==> src/rtl/qspis_wb_arb.sv <==
// Two-master Wishbone arbiter (m0 = QSPI bridge, m1 = host) with round-robin grant
// and a stalled-access timeout that aborts with an error to the owning master.
module qspis_wb_arb #(
  parameter int unsigned TMO_CYCLES = 255
) (
  input  logic        sys_clk,
  input  logic        rst_n,
  input  logic        m0_cyc_i,
  input  logic        m0_stb_i,
  input  logic [31:0] m0_adr_i,
  input  logic        m0_we_i,
  input  logic [31:0] m0_dat_i,
  input  logic [3:0]  m0_sel_i,
  output logic [31:0] m0_dat_o,
  output logic        m0_ack_o,
  output logic        m0_err_o,
  input  logic        m1_cyc_i,
  input  logic        m1_stb_i,
  input  logic [31:0] m1_adr_i,
  input  logic        m1_we_i,
  input  logic [31:0] m1_dat_i,
  input  logic [3:0]  m1_sel_i,
  output logic [31:0] m1_dat_o,
  output logic        m1_ack_o,
  output logic        m1_err_o,
  output logic        s_cyc_o,
  output logic        s_stb_o,
  output logic [31:0] s_adr_o,
  output logic        s_we_o,
  output logic [31:0] s_dat_o,
  output logic [3:0]  s_sel_o,
  input  logic [31:0] s_dat_i,
  input  logic        s_ack_i,
  input  logic        s_err_i,
  output logic [1:0]  gnt_o,
  output logic        tmo_evt_o
);

  localparam int unsigned CNT_W = 16;

  typedef enum logic [1:0] {
    ST_IDLE  = 2'd0,
    ST_GNT0  = 2'd1,
    ST_GNT1  = 2'd2,
    ST_ABORT = 2'd3
  } state_e;

  state_e           state_q, state_d;
  logic             owner_q, owner_d;
  logic             last_q, last_d;
  logic [CNT_W-1:0] cnt_q, cnt_d;
  logic [1:0]       gnt_q, gnt_d;

  logic             x_cyc, x_stb, x_we;
  logic [31:0]      x_adr, x_dat;
  logic [3:0]       x_sel;
  logic             r_ack, r_err;
  logic [31:0]      r_dat;

  // Request view of whichever master currently owns (or owned, in ABORT) the bus
  assign x_cyc = owner_q ? m1_cyc_i : m0_cyc_i;
  assign x_stb = owner_q ? m1_stb_i : m0_stb_i;
  assign x_we  = owner_q ? m1_we_i  : m0_we_i;
  assign x_adr = owner_q ? m1_adr_i : m0_adr_i;
  assign x_dat = owner_q ? m1_dat_i : m0_dat_i;
  assign x_sel = owner_q ? m1_sel_i : m0_sel_i;

  always_ff @(posedge sys_clk or negedge rst_n) begin
    if (!rst_n) begin
      state_q <= ST_IDLE;
      owner_q <= 1'b0;
      last_q  <= 1'b1;
      cnt_q   <= '0;
      gnt_q   <= 2'b00;
    end else begin
      state_q <= state_d;
      owner_q <= owner_d;
      last_q  <= last_d;
      cnt_q   <= cnt_d;
      gnt_q   <= gnt_d;
    end
  end

  always_comb begin
    state_d   = state_q;
    owner_d   = owner_q;
    last_d    = last_q;
    cnt_d     = '0;
    gnt_d     = 2'b00;
    s_cyc_o   = 1'b0;
    s_stb_o   = 1'b0;
    s_adr_o   = '0;
    s_we_o    = 1'b0;
    s_dat_o   = '0;
    s_sel_o   = '0;
    r_ack     = 1'b0;
    r_err     = 1'b0;
    r_dat     = '0;
    tmo_evt_o = 1'b0;

    unique case (state_q)
      ST_IDLE: begin
        // On contention the master that did not own the bus last wins
        if (m0_cyc_i && (!m1_cyc_i || last_q)) begin
          state_d = ST_GNT0;
          owner_d = 1'b0;
        end else if (m1_cyc_i) begin
          state_d = ST_GNT1;
          owner_d = 1'b1;
        end
      end

      ST_GNT0, ST_GNT1: begin
        if (!x_cyc) begin
          state_d = ST_IDLE;
          last_d  = owner_q;
        end else begin
          s_cyc_o = 1'b1;
          s_stb_o = x_stb;
          s_adr_o = x_adr;
          s_we_o  = x_we;
          s_dat_o = x_dat;
          s_sel_o = x_sel;
          r_dat   = s_dat_i;
          if (x_stb && !s_ack_i && !s_err_i) begin
            if (cnt_q == CNT_W'(TMO_CYCLES)) begin
              s_cyc_o   = 1'b0;
              s_stb_o   = 1'b0;
              r_err     = 1'b1;
              tmo_evt_o = 1'b1;
              state_d   = ST_ABORT;
            end else begin
              cnt_d = cnt_q + CNT_W'(1);
            end
          end else begin
            r_ack = s_ack_i;
            r_err = s_err_i;
          end
        end
      end

      ST_ABORT: begin
        // Slave is ignored until the master withdraws its strobe
        if (!x_stb) begin
          if (x_cyc) begin
            state_d = owner_q ? ST_GNT1 : ST_GNT0;
          end else begin
            state_d = ST_IDLE;
            last_d  = owner_q;
          end
        end
      end

      default: state_d = ST_IDLE;
    endcase

    unique case (state_d)
      ST_GNT0:  gnt_d = 2'b01;
      ST_GNT1:  gnt_d = 2'b10;
      ST_ABORT: gnt_d = owner_d ? 2'b10 : 2'b01;
      default:  gnt_d = 2'b00;
    endcase
  end

  assign m0_ack_o = r_ack & ~owner_q;
  assign m0_err_o = r_err & ~owner_q;
  assign m0_dat_o = owner_q ? 32'h0 : r_dat;
  assign m1_ack_o = r_ack & owner_q;
  assign m1_err_o = r_err & owner_q;
  assign m1_dat_o = owner_q ? r_dat : 32'h0;
  assign gnt_o    = gnt_q;

endmodule

==> config.mk <==
export PLATFORM = sky130hd
export DESIGN_NAME = qspis_wb_arb
export DESIGN_NICKNAME = d
export VERILOG_FILES = /design/src/rtl/qspis_wb_arb.sv
export SDC_FILE = /design/constraint.sdc
export NUM_CORES = 1
export LEC_CHECK = 0
export CAP_MARGIN = 20
export CORE_AREA = 2 2 124 126
export DETAILED_ROUTE_END_ITERATION = 10
export DIE_AREA = 0 0 126 128
export SYNTH_ARGS = -nofsm -noshare
export SYNTH_HDL_FRONTEND = slang
export SYNTH_SLANG_ARGS = --single-unit
==> constraint.sdc <==
create_clock -name sys_clk -period 4.95 [get_ports sys_clk]
set_clock_uncertainty 0.2 [all_clocks]
set_input_delay 1.2375 -clock sys_clk [delete_from_list [all_inputs] [get_ports sys_clk]]
set_output_delay 1.2375 -clock sys_clk [all_outputs]
set_load 0.03 [all_outputs]
==> summary.txt <==
Setup path
  – Largest stage delay on the critical path: 0.68 ns
  – Startpoint type of the worst setup path: input port
  – Kind of capture point of the worst setup path: output pin
  – Worst-path fanout max: 46
  – CP dominant cell by count: sky130_fd_sc_hd__clkdlybuf4s50_1
  – Cell family with most CP delay: buffers and inverters
  – CP bufs+invs: 3
  – Slack of the worst reg-to-reg path: 2.76 ns
  – Data required time at the worst endpoint: 3.51 ns
  – Critical path data arrival time: 3.30 ns
  – Worst-path cell with the longest stage delay: sky130_fd_sc_hd__clkdlybuf4s50_1
  – Crit Path Category: in2out
  – List of cells traversed by the critical path: clkdlybuf4s50_1 > mux2i_1 > nand2b_2 > buf_12 > nor2_1 > clkdlybuf4s50_1

Timing
  – Count of endpoints failing hold in the final timing report: 0
  – Post-route setup slack: 0.208 ns
  – Transition time at the pin with the least slew margin: 0.564 ns
  – Worst slew margin relative to its limit: 0.624
  – Endpoints failing setup: 0
  – Max-slew violation count: 0
  – Highest clock frequency the design can meet: 0.211 GHz
  – Fin Setup TNS: 0 ns
  – Final period demand of the worst path: 4.74 ns
  – Unrepaired setup endpoints after global routing: false
  – Final period utilization: 0.958

Logic synthesis
  – Post-synthesis area per instance: 7.52 sq um
  – Cell types occupying the most area after synthesis: sky130_fd_sc_hd__mux2i_1 27%, sky130_fd_sc_hd__dfrtp_1 20%, sky130_fd_sc_hd__nor2_1 13%
  – Async SR Flop Fraction: 1.00
  – Fraction of post-synthesis cell area in the top cell type by area: 0.270
  – Post-synthesis register bit count: 22
  – Post-synthesis cell type count: 34
  – Xor/xnor cell area share of the yosys netlist: 0.0466
  – Number of flops mapped to enable cells by yosys: 0
  – Compound-cell area share of the yosys netlist: 0.0490
  – Multiplexer share of the synthesized area: 0.270
  – Post-Synthesis Cell Area: 2630 sq um
  – Adder-cell share of the synthesized area: 0.0190
  – Sequential-to-total area share from yosys stat: 0.210
  – Synth Instances: 350
  – Simple-gate share of the synthesized area: 0.354
  – Largest family of logic cells by synthesized area: simple AND/OR/NAND/NOR gates
  – Most used standard cell by instance count after synthesis: sky130_fd_sc_hd__nor2_1
  – Most frequent cells after synthesis: 88 x sky130_fd_sc_hd__nor2_1, 71 x sky130_fd_sc_hd__mux2i_1, 37 x sky130_fd_sc_hd__and3_1
  – Top flip-flop cell by instance count after synthesis: sky130_fd_sc_hd__dfrtp_1
  – Leading area contributor after synthesis: sky130_fd_sc_hd__mux2i_1
  – Warnings from Yosys: 0
  – Post-Syn Nets: 532

Floorplan
  – Core Footprint: 14900 sq um
  – Floorplan die width: 126 microns
  – Floorplan die height: 128 microns
  – Core Rows: 45
  – Floorplan die area: 16100 sq um
  – Number of top-level pins: 320
  – Initial Utilization: 0.177

Flow run
  – MaxCap Viol Count: 0

CTS
  – Deepest clock path buffer count: 2
  – Worst-Skew Late Latency: 0.25 ns
  – Count of hold buffers inserted by post-cts repair: 0
  – Clock buffers created by TritonCTS: 3
  – Cell chosen for the clock root: sky130_fd_sc_hd__clkbuf_16
  – H-Tree Level Count: 1
  – Post-CTS Setup Inserts: 0
  – Number of clock sinks seen by CTS: 22
  – Post-CTS Resized: 0
  – CTS clk-pin slew, worst paths: 0.05 ns
  – TritonCTS clock tree: yes

Placed design
  – Place WS: 0.234 ns
  – Final weighted congestion in routability-driven placement: 0.911
  – Post-DP HPWL: 11.5 mm
  – Port Buffer Count: 319

Global route
  – Number of global-route vias before repair: 3539
  – Maximum number of pins on one net before global-route repair: 49
  – Wire length of the first global-routing pass: 19.3 mm
  – Initial antenna violation count: 0
  – Overflow after GRT: 0
  – All-Layer GR Usage: 0.149

Routing
  – Average wire per standard cell: 15.9 microns
  – Total length of routed wires: 13.4 mm
  – Number of detailed-routing iterations run before antenna repair: 4
  – Average via count per standard cell: 4.33
  – Starting DRT DRC Count: 113
  – ANT nets after route: 0
  – Final routed DRC violation total: 0
  – Count of vias placed by the detailed router: 3642

Pwr
  – Total leakage power: 2.90 nW
  – PwrDens: 519 nW/um^2
  – Worst supply voltage drop on vdd: 0.270 mV

Layout
  – Final net count: 837
  – P&R area growth vs syn: 132%
  – Number of fillers in the final layout: 1496
  – Fraction of layout cells with a size suffix above 1: 0.193
  – Number of inserted diodes: 0

Worst hold path
  – Type of the tightest min-delay check: reg2reg

Outcome
  – Outcome: finished clean
[registers in the layout, indices dropped and copies added, names as in the netlist]
signal and count:
cnt_q 16, gnt_o 2, state_q 2, last_q 1, owner_q 1
[stage by stage]
stage	power, mW	area, sq um	hold WS, ns	std cells	util
after global placement	3.01	6010	0.273	837	0.404
after floorplan	1.81	2630	0.248	350	-
after global routing	3.35	6120	0.311	842	0.412
after CTS	3.21	6090	0.278	841	0.410
final	3.17	6120	0.289	842	0.412
after detailed placement	3.03	6010	0.268	837	0.404
[cell usage in the layout, fill, tap and decap left out, types with 2 or more instances in the layout]
master	count
sky130_fd_sc_hd__or3_1	2
sky130_fd_sc_hd__and2_1	35
sky130_fd_sc_hd__clkdlybuf4s50_1	211
sky130_fd_sc_hd__dfrtp_1	20
sky130_fd_sc_hd__a21boi_1	3
sky130_fd_sc_hd__and3_1	37
sky130_fd_sc_hd__nand4_1	4
sky130_fd_sc_hd__o21ai_0	2
sky130_fd_sc_hd__ha_1	4
sky130_fd_sc_hd__nand3_1	5
sky130_fd_sc_hd__xor2_1	10
sky130_fd_sc_hd__nor3_1	2
sky130_fd_sc_hd__a21oi_1	2
sky130_fd_sc_hd__buf_12	21
sky130_fd_sc_hd__buf_4	95
sky130_fd_sc_hd__a22oi_1	2
sky130_fd_sc_hd__xnor2_1	4
sky130_fd_sc_hd__clkbuf_16	3
sky130_fd_sc_hd__nand2_1	6
sky130_fd_sc_hd__inv_1	7
sky130_fd_sc_hd__nor4_1	2
sky130_fd_sc_hd__and4_1	2
sky130_fd_sc_hd__mux2i_1	71
sky130_fd_sc_hd__nor2_1	88
[cell type report]
| class | count | area (sq um) | area share |
|---|---|---|---|
| Clock buffer | 4 | 78.8 | 0.0129 |
| Sequential cell | 22 | 556 | 0.0908 |
| Inverter | 7 | 26.3 | 0.00430 |
| Multi-Input combinational cell | 293 | 1950 | 0.318 |
| Timing Repair Buffer | 328 | 3270 | 0.535 |
| Tap cell | 188 | 235 | 0.0385 |
[final timing paths]
check                          from          to  depth (start not counted)
min                          last_q      last_q                          2
min reg2reg                  last_q      last_q                          2
max reg2reg                cnt_q[0]    gnt_o[1]                          6
max                        m1_cyc_i  s_adr_o[0]                          6
min in group asynchronous     rst_n    gnt_o[1]                          1
max in group asynchronous     rst_n     owner_q                          2
[per-layer routing]
metal / vias to the layer above / global-route usage / wire, microns
met5: - / 0 / 0
met4: 0 / 0.0323 / 235
met3: 14 / 0.0305 / 1030
met2: 193 / 0.280 / 6980
met1: 1634 / 0.175 / 5160
li1: 1801 / - / -
[power breakdown]
part	switching, mW	total [mW]	internal [mW]	leakage (nW)
sequential	0.0223	0.233	0.211	0.295
combinational	1.60	2.77	1.17	2.56
clock	0.0603	0.170	0.110	0.0382
total	1.68	3.17	1.49	2.90
[tightest hold or removal path: stages, from the launching register on]
cell	delay, ns
sky130_fd_sc_hd__dfstp_2	0.37
sky130_fd_sc_hd__o31ai_1	0.06
sky130_fd_sc_hd__nand2_1	0.06
[cell families (layout without fill, tap and decap cells)]
kind of cell	Yosys count	in the layout
adders and majority gates	4	4
AOI/OAI and AO/OA	17	17
xor gates and xnor gates	14	14
and+or+nand+nor	187	187
buffers and inverters	35	339
muxes	71	71
DFF	22	22
(Power assumes the default switching activity.)
